[config.mk]
export PLATFORM = sky130hd
export DESIGN_NAME = shift_sequencer
export DESIGN_NICKNAME = d
export VERILOG_FILES = /design/src/rtl/shift_sequencer.sv
export SDC_FILE = /design/constraint.sdc
export NUM_CORES = 1
export LEC_CHECK = 0
export BUFFER_PORTS_ARGS = -buffer_cell sky130_fd_sc_hd__buf_2
export CORE_ASPECT_RATIO = 2
export CORE_MARGIN = 2
export CORE_UTILIZATION = 40
export DETAILED_ROUTE_END_ITERATION = 10
export PLACE_DENSITY = 0.65
export SLEW_MARGIN = 20
export SYNTH_ARGS = -nofsm -noshare
export SYNTH_HDL_FRONTEND = slang
export SYNTH_SLANG_ARGS = --single-unit
[constraint.sdc]
create_clock -name clk -period 2 [get_ports clk]
set_input_delay 0.4 -clock clk [delete_from_list [all_inputs] [get_ports clk]]
set_output_delay 0.4 -clock clk [all_outputs]
set_load 0.005 [all_outputs]
[src/rtl/shift_sequencer.sv]
// shift_sequencer: multicycle controller for shift-class instructions and plain
// register loads. Selects the shift source, loads the shift register, issues
// up to MAX_STEP bits of shift per cycle, then requests write-back.
//
// Ports:
//   clk, reset          clock, asynchronous active-high reset
//   start               request pulse, only honoured in IDLE
//   op[2:0]             operation, captured on accepted start
//   shamt[4:0]          instruction shift amount, captured on accepted start
//   rs_amt[4:0]         register-A shift amount, captured on accepted start
//   DisRegE[1:0]        shift-source mux select (00 B, 01 A, 10 imm<<2)
//   ShiftCtrl[2:0]      shift register command (hold/load/sll/srl/sra)
//   ShiftN[4:0]         bits shifted this cycle
//   busy, done, wr_en   status and write-back request
module shift_sequencer #(
    parameter int unsigned MAX_STEP = 1
) (
    input  logic       clk,
    input  logic       reset,
    input  logic       start,
    input  logic [2:0] op,
    input  logic [4:0] shamt,
    input  logic [4:0] rs_amt,
    output logic [1:0] DisRegE,
    output logic [2:0] ShiftCtrl,
    output logic [4:0] ShiftN,
    output logic       busy,
    output logic       done,
    output logic       wr_en
);

    localparam int unsigned AMT_W  = 5;
    localparam logic [AMT_W-1:0] STEP = AMT_W'(MAX_STEP);

    localparam logic [2:0] CTRL_HOLD = 3'b000;
    localparam logic [2:0] CTRL_LOAD = 3'b001;
    localparam logic [2:0] CTRL_SLL  = 3'b010;
    localparam logic [2:0] CTRL_SRL  = 3'b011;
    localparam logic [2:0] CTRL_SRA  = 3'b100;

    typedef enum logic [1:0] {
        S_IDLE,
        S_LOAD,
        S_SHIFT,
        S_WRITE
    } state_t;

    state_t           state_q, state_d;
    logic [2:0]       op_q, op_d;
    logic [AMT_W-1:0] rem_q, rem_d;
    logic [AMT_W-1:0] step;

    logic [1:0]       dis_d;
    logic [2:0]       ctrl_d;
    logic [AMT_W-1:0] n_d;
    logic             busy_d, done_d, wr_d;

    // Shift-source select for an operation
    function automatic logic [1:0] src_of(input logic [2:0] o);
        if (o == 3'b110)      return 2'b10;
        else if (o == 3'b111) return 2'b01;
        else                  return 2'b00;
    endfunction

    // Shift amount for an operation: immediate, register or none
    function automatic logic [AMT_W-1:0] amt_of(input logic [2:0] o,
                                                input logic [AMT_W-1:0] sh,
                                                input logic [AMT_W-1:0] rs);
        if (o <= 3'b010)      return sh;
        else if (o <= 3'b101) return rs;
        else                  return '0;
    endfunction

    // Shift direction command for an operation
    function automatic logic [2:0] dir_of(input logic [2:0] o);
        case (o)
            3'b000, 3'b011: return CTRL_SLL;
            3'b001, 3'b101: return CTRL_SRL;
            default:        return CTRL_SRA;
        endcase
    endfunction

    // Next state plus next registered output values. rem_q holds the count
    // still to be issued after the step currently on ShiftN, so the step is
    // decided one edge ahead and the outputs stay purely registered.
    always_comb begin
        state_d = state_q;
        op_d    = op_q;
        rem_d   = rem_q;
        step    = (rem_q > STEP) ? STEP : rem_q;
        dis_d   = 2'b00;
        ctrl_d  = CTRL_HOLD;
        n_d     = '0;
        busy_d  = 1'b0;
        done_d  = 1'b0;
        wr_d    = 1'b0;

        case (state_q)
            S_IDLE: begin
                if (start) begin
                    op_d    = op;
                    rem_d   = amt_of(op, shamt, rs_amt);
                    state_d = S_LOAD;
                    dis_d   = src_of(op);
                    ctrl_d  = CTRL_LOAD;
                    busy_d  = 1'b1;
                end
            end
            S_LOAD, S_SHIFT: begin
                dis_d  = src_of(op_q);
                busy_d = 1'b1;
                if (rem_q != '0) begin
                    state_d = S_SHIFT;
                    rem_d   = rem_q - step;
                    ctrl_d  = dir_of(op_q);
                    n_d     = step;
                end else begin
                    state_d = S_WRITE;
                    done_d  = 1'b1;
                    wr_d    = 1'b1;
                end
            end
            S_WRITE: begin
                state_d = S_IDLE;
            end
            default: begin
                state_d = S_IDLE;
            end
        endcase
    end

    // State, captured fields and output registers
    always_ff @(posedge clk or posedge reset) begin
        if (reset) begin
            state_q   <= S_IDLE;
            op_q      <= 3'b000;
            rem_q     <= '0;
            DisRegE   <= 2'b00;
            ShiftCtrl <= CTRL_HOLD;
            ShiftN    <= '0;
            busy      <= 1'b0;
            done      <= 1'b0;
            wr_en     <= 1'b0;
        end else begin
            state_q   <= state_d;
            op_q      <= op_d;
            rem_q     <= rem_d;
            DisRegE   <= dis_d;
            ShiftCtrl <= ctrl_d;
            ShiftN    <= n_d;
            busy      <= busy_d;
            done      <= done_d;
            wr_en     <= wr_d;
        end
    end

endmodule
==> results.yml <==
status:
  status: "complete, no violations"
power:
  power_frac_clock_pct: 15.4
  p_comb_share_pct: 48.4
  internal-power_mw: 1.28
  p_seq_share_pct: 36.3
  power.density_mw_per_mm2: 1460
  finalPower_mw: 2.04
  p_sw_share_pct: 36.9
  p_sw_mw: 0.751
  vdd_drop_max_mv: 0.567
  p_leak_nw: 0.700
timing:
  finalSetupViolCount: 0
  layout_min_cycle_time_ps: 1910
  final.setup.tns_ps: 0
  layout_setup_ws_ps: 92.4
  slew_viol_final: 0
  holdWs_ps: 159
  finClkSkew_ps: 2.45
  rsz0062_at_grt: "no"
  period_share_pct: 95.4
  clock.fmax_mhz: 524
  finalHoldViolCount: 0
floorplan:
  dieWidth_um: 41.8
  die_y_um: 79.7
  io_pins: 29
  row_count: 27
  core_area_mm2: 0.00274
  die_area_mm2: 0.00333
  start_util_pct: 41.8
logic_synthesis:
  synthArstFlopShare_pct: 100
  yosys.area.top_type: "dfrtp_1"
  synth_compound_area_share_pct: 15.4
  ys_top_cells_by_area: "dfrtp_1 (48%), a21oi_1 (4.8%), mux2i_1 (4.4%)"
  seq_area_frac_synth_pct: 48.1
  synth_edf_count: 0
  synth_top_area_share_pct: 48.1
  synth_xor_area_share_pct: 0
  yosysWarnings: 0
  synthSimpleGateAreaFrac_pct: 20.2
  ys_ff_latch: 22
  syn_area_mm2: 0.00114
  synth_top_family_by_area: "simple AND/OR/NAND/NOR gates"
  synth_flop_cell: "dfrtp_1"
  synthMuxAreaShare_pct: 7.32
  synth.distinct_cells: 39
  syn_avg_cell_area_um2: 9.54
  synth_adder_area_share_pct: 3.28
  syn_inst: 120
cts:
  cts_tree: "built"
  htreeDepth: 1
  cts_sinks: 22
  clock-root-buffer: "clkbuf_8"
  clk_pin_slew_ps: 80
  clock_path_buffers: 2
  clkLatencyLatePin_ps: 260
  cts_hold_buf: 0
  cts_made_buffers: 3
worst_setup_path:
  crit_slowest_cell: "or4_4"
  path_depth: 7
  critPathRequiredTime_ps: 2130
  r2r-start: "rem_q[3]"
  worstPathArrival_ps: 2030
  slowest_delay_ps: 550
  crit_end: "rem_q[4]"
  reg2reg_to: "rem_q[4]"
  critPathMaxFanout: 4
  critical_path_class: "reg -> reg"
  rr_worst_depth: 7
  path_cells: "or4_4 > or2b_1 > ha_1 > or3_1 > o21ai_0 > a31oi_1 > a21oi_1"
  crit_family: "simple AND/OR/NAND/NOR gates"
  setup.worst_path.start_class: "register"
  reg2reg_setup_slack_ps: 90
  cp-end-kind: "register"
  critPathBufInv: 0
  worstSetupStartpoint: "rem_q[3]"
final_layout:
  drive_gt1_share_pct: 28.9
  nets: 172
  syn2layout_area_growth_pct: 21.7
  diodes: 0
  fillers: 258
global_routing:
  grt_pass1_vias: 913
  grt_busiest_layer: "met2"
  grtUsageTotal_pct: 15.0
  met3_usage_pct: 2.26
  grt_pass1_wl_um: 3950
  grt_max_degree: 23
  gr-usage-met2_pct: 27.5
  met1_usage_pct: 16.8
  grt_overflow: 0
  grt_antenna_before_repair: 0
routing:
  firstDrtPassIters: 4
  vias: 937
  postRouteAntennaNets: 0
  vias_per_cell: 5.18
  drt_iter0_markers: 17
  wl_per_cell_um: 12.3
  drc: 0
  wl_um: 2230
placed_design:
  post-place-ws_ps: 107
  dp_hpwl_um: 1730
  gp_congestion: 0.820
  portBuffers: 28
hold_path:
  hold_path.class: "in -> async"
flow_run:
  maxCapViolCount: 0
## cells in the mapped netlist (2+ instances only)
library cell  count
mux2_2            3
nand2b_1          5
dfrtp_1          22
nand2_1           5
or3_1             2
inv_1             7
nor2_1            8
a21oi_1          11
ha_1              3
clkbuf_1          5
mux2i_1           5
nand3_1           8
nor3_1            4
o2bb2ai_1         2
o21ai_0           6
## cell type report
type                       count  area [um^2]  area share, %
clock buffer                   4         55.1           3.95
multi-input combinational     86          548           39.3
sequential                    22          551           39.5
inverter                       7         26.3           1.89
tap                           29         36.3           2.60
timing repair buffer          33          178           12.7
## what timing repair did
action	in CTS	in global routing
gates resized for setup	0	1
setup buffers	0	1
setup endpoints to repair	0	1
## sequential cells by signal, summed over array words and instances (netlist names)
signal     flops
DisRegE        2
rem_q          5
ShiftN         5
busy           1
op_q           3
ShiftCtrl      3
wr_en          1
state_q        2
## metal layers
layer / wire (um) / up-vias
met5: 0 / -
met4: 28 / 0
met3: 81 / 4
met2: 1170 / 23
met1: 943 / 429
li1: - / 481
## logic make-up (layout without fill, tap and decap cells)
kind of cell / after synthesis / in the layout
simple gates: 43 / 43
mux: 8 / 8
other cells: 1 / 4
flops: 22 / 22
compound gates: 28 / 28
fa+ha+maj: 3 / 3
buf+inv: 15 / 44
## power groups by stage
stage | clock network (mW) | logic (mW) | registers (mW)
3_5_place_dp | 0 | 0.964 | 0.743
6_report | 0.313 | 0.985 | 0.738
2_1_floorplan | 0 | 0.666 | 0.729
4_1_cts | 0.319 | 0.973 | 0.733
3_3_place_gp | 0 | 0.953 | 0.735
5_1_grt | 0.340 | 1.12 | 0.766
## worst min-delay path by stage
stage | startpoint | end | depth (start not counted)
2_1_floorplan | reset | DisRegE[0] | 1
3_3_place_gp | reset | ShiftN[3] | 3
3_5_place_dp | reset | wr_en | 3
4_1_cts | reset | rem_q[4] | 3
5_1_grt | reset | ShiftN[2] | 3
6_report | reset | ShiftN[2] | 3
## metrics by stage
step	utilization (%)	instance area (um^2)	std cells
4_1_cts	50.5	1380	180
2_1_floorplan	-	1160	123
3_5_place_dp	48.5	1330	176
5_1_grt	50.9	1390	181
6_report	50.9	1390	181
3_3_place_gp	48.5	1330	176
## layout by cell type, fill, tap and decap left out, drive strengths merged, types with 2 or more instances in the layout
| cell type | n |
|---|---|
| buf | 33 |
| dfrtp | 22 |
| a21oi | 11 |
| nor2 | 8 |
| nand3 | 8 |
| inv | 7 |
| o21ai | 6 |
| mux2i | 5 |
| nand2 | 5 |
| nand2b | 5 |
| conb | 4 |
| nor3 | 4 |
| clkbuf | 4 |
| mux2 | 3 |
| ha | 3 |
| or3 | 2 |
| o2bb2ai | 2 |
| o31a | 2 |
| or3b | 2 |
## worst min-delay path, cell delays in order
cell	delay (ps)
buf_2	90
inv_1	40
buf_4	270
Power figures use the tool's default switching activity.
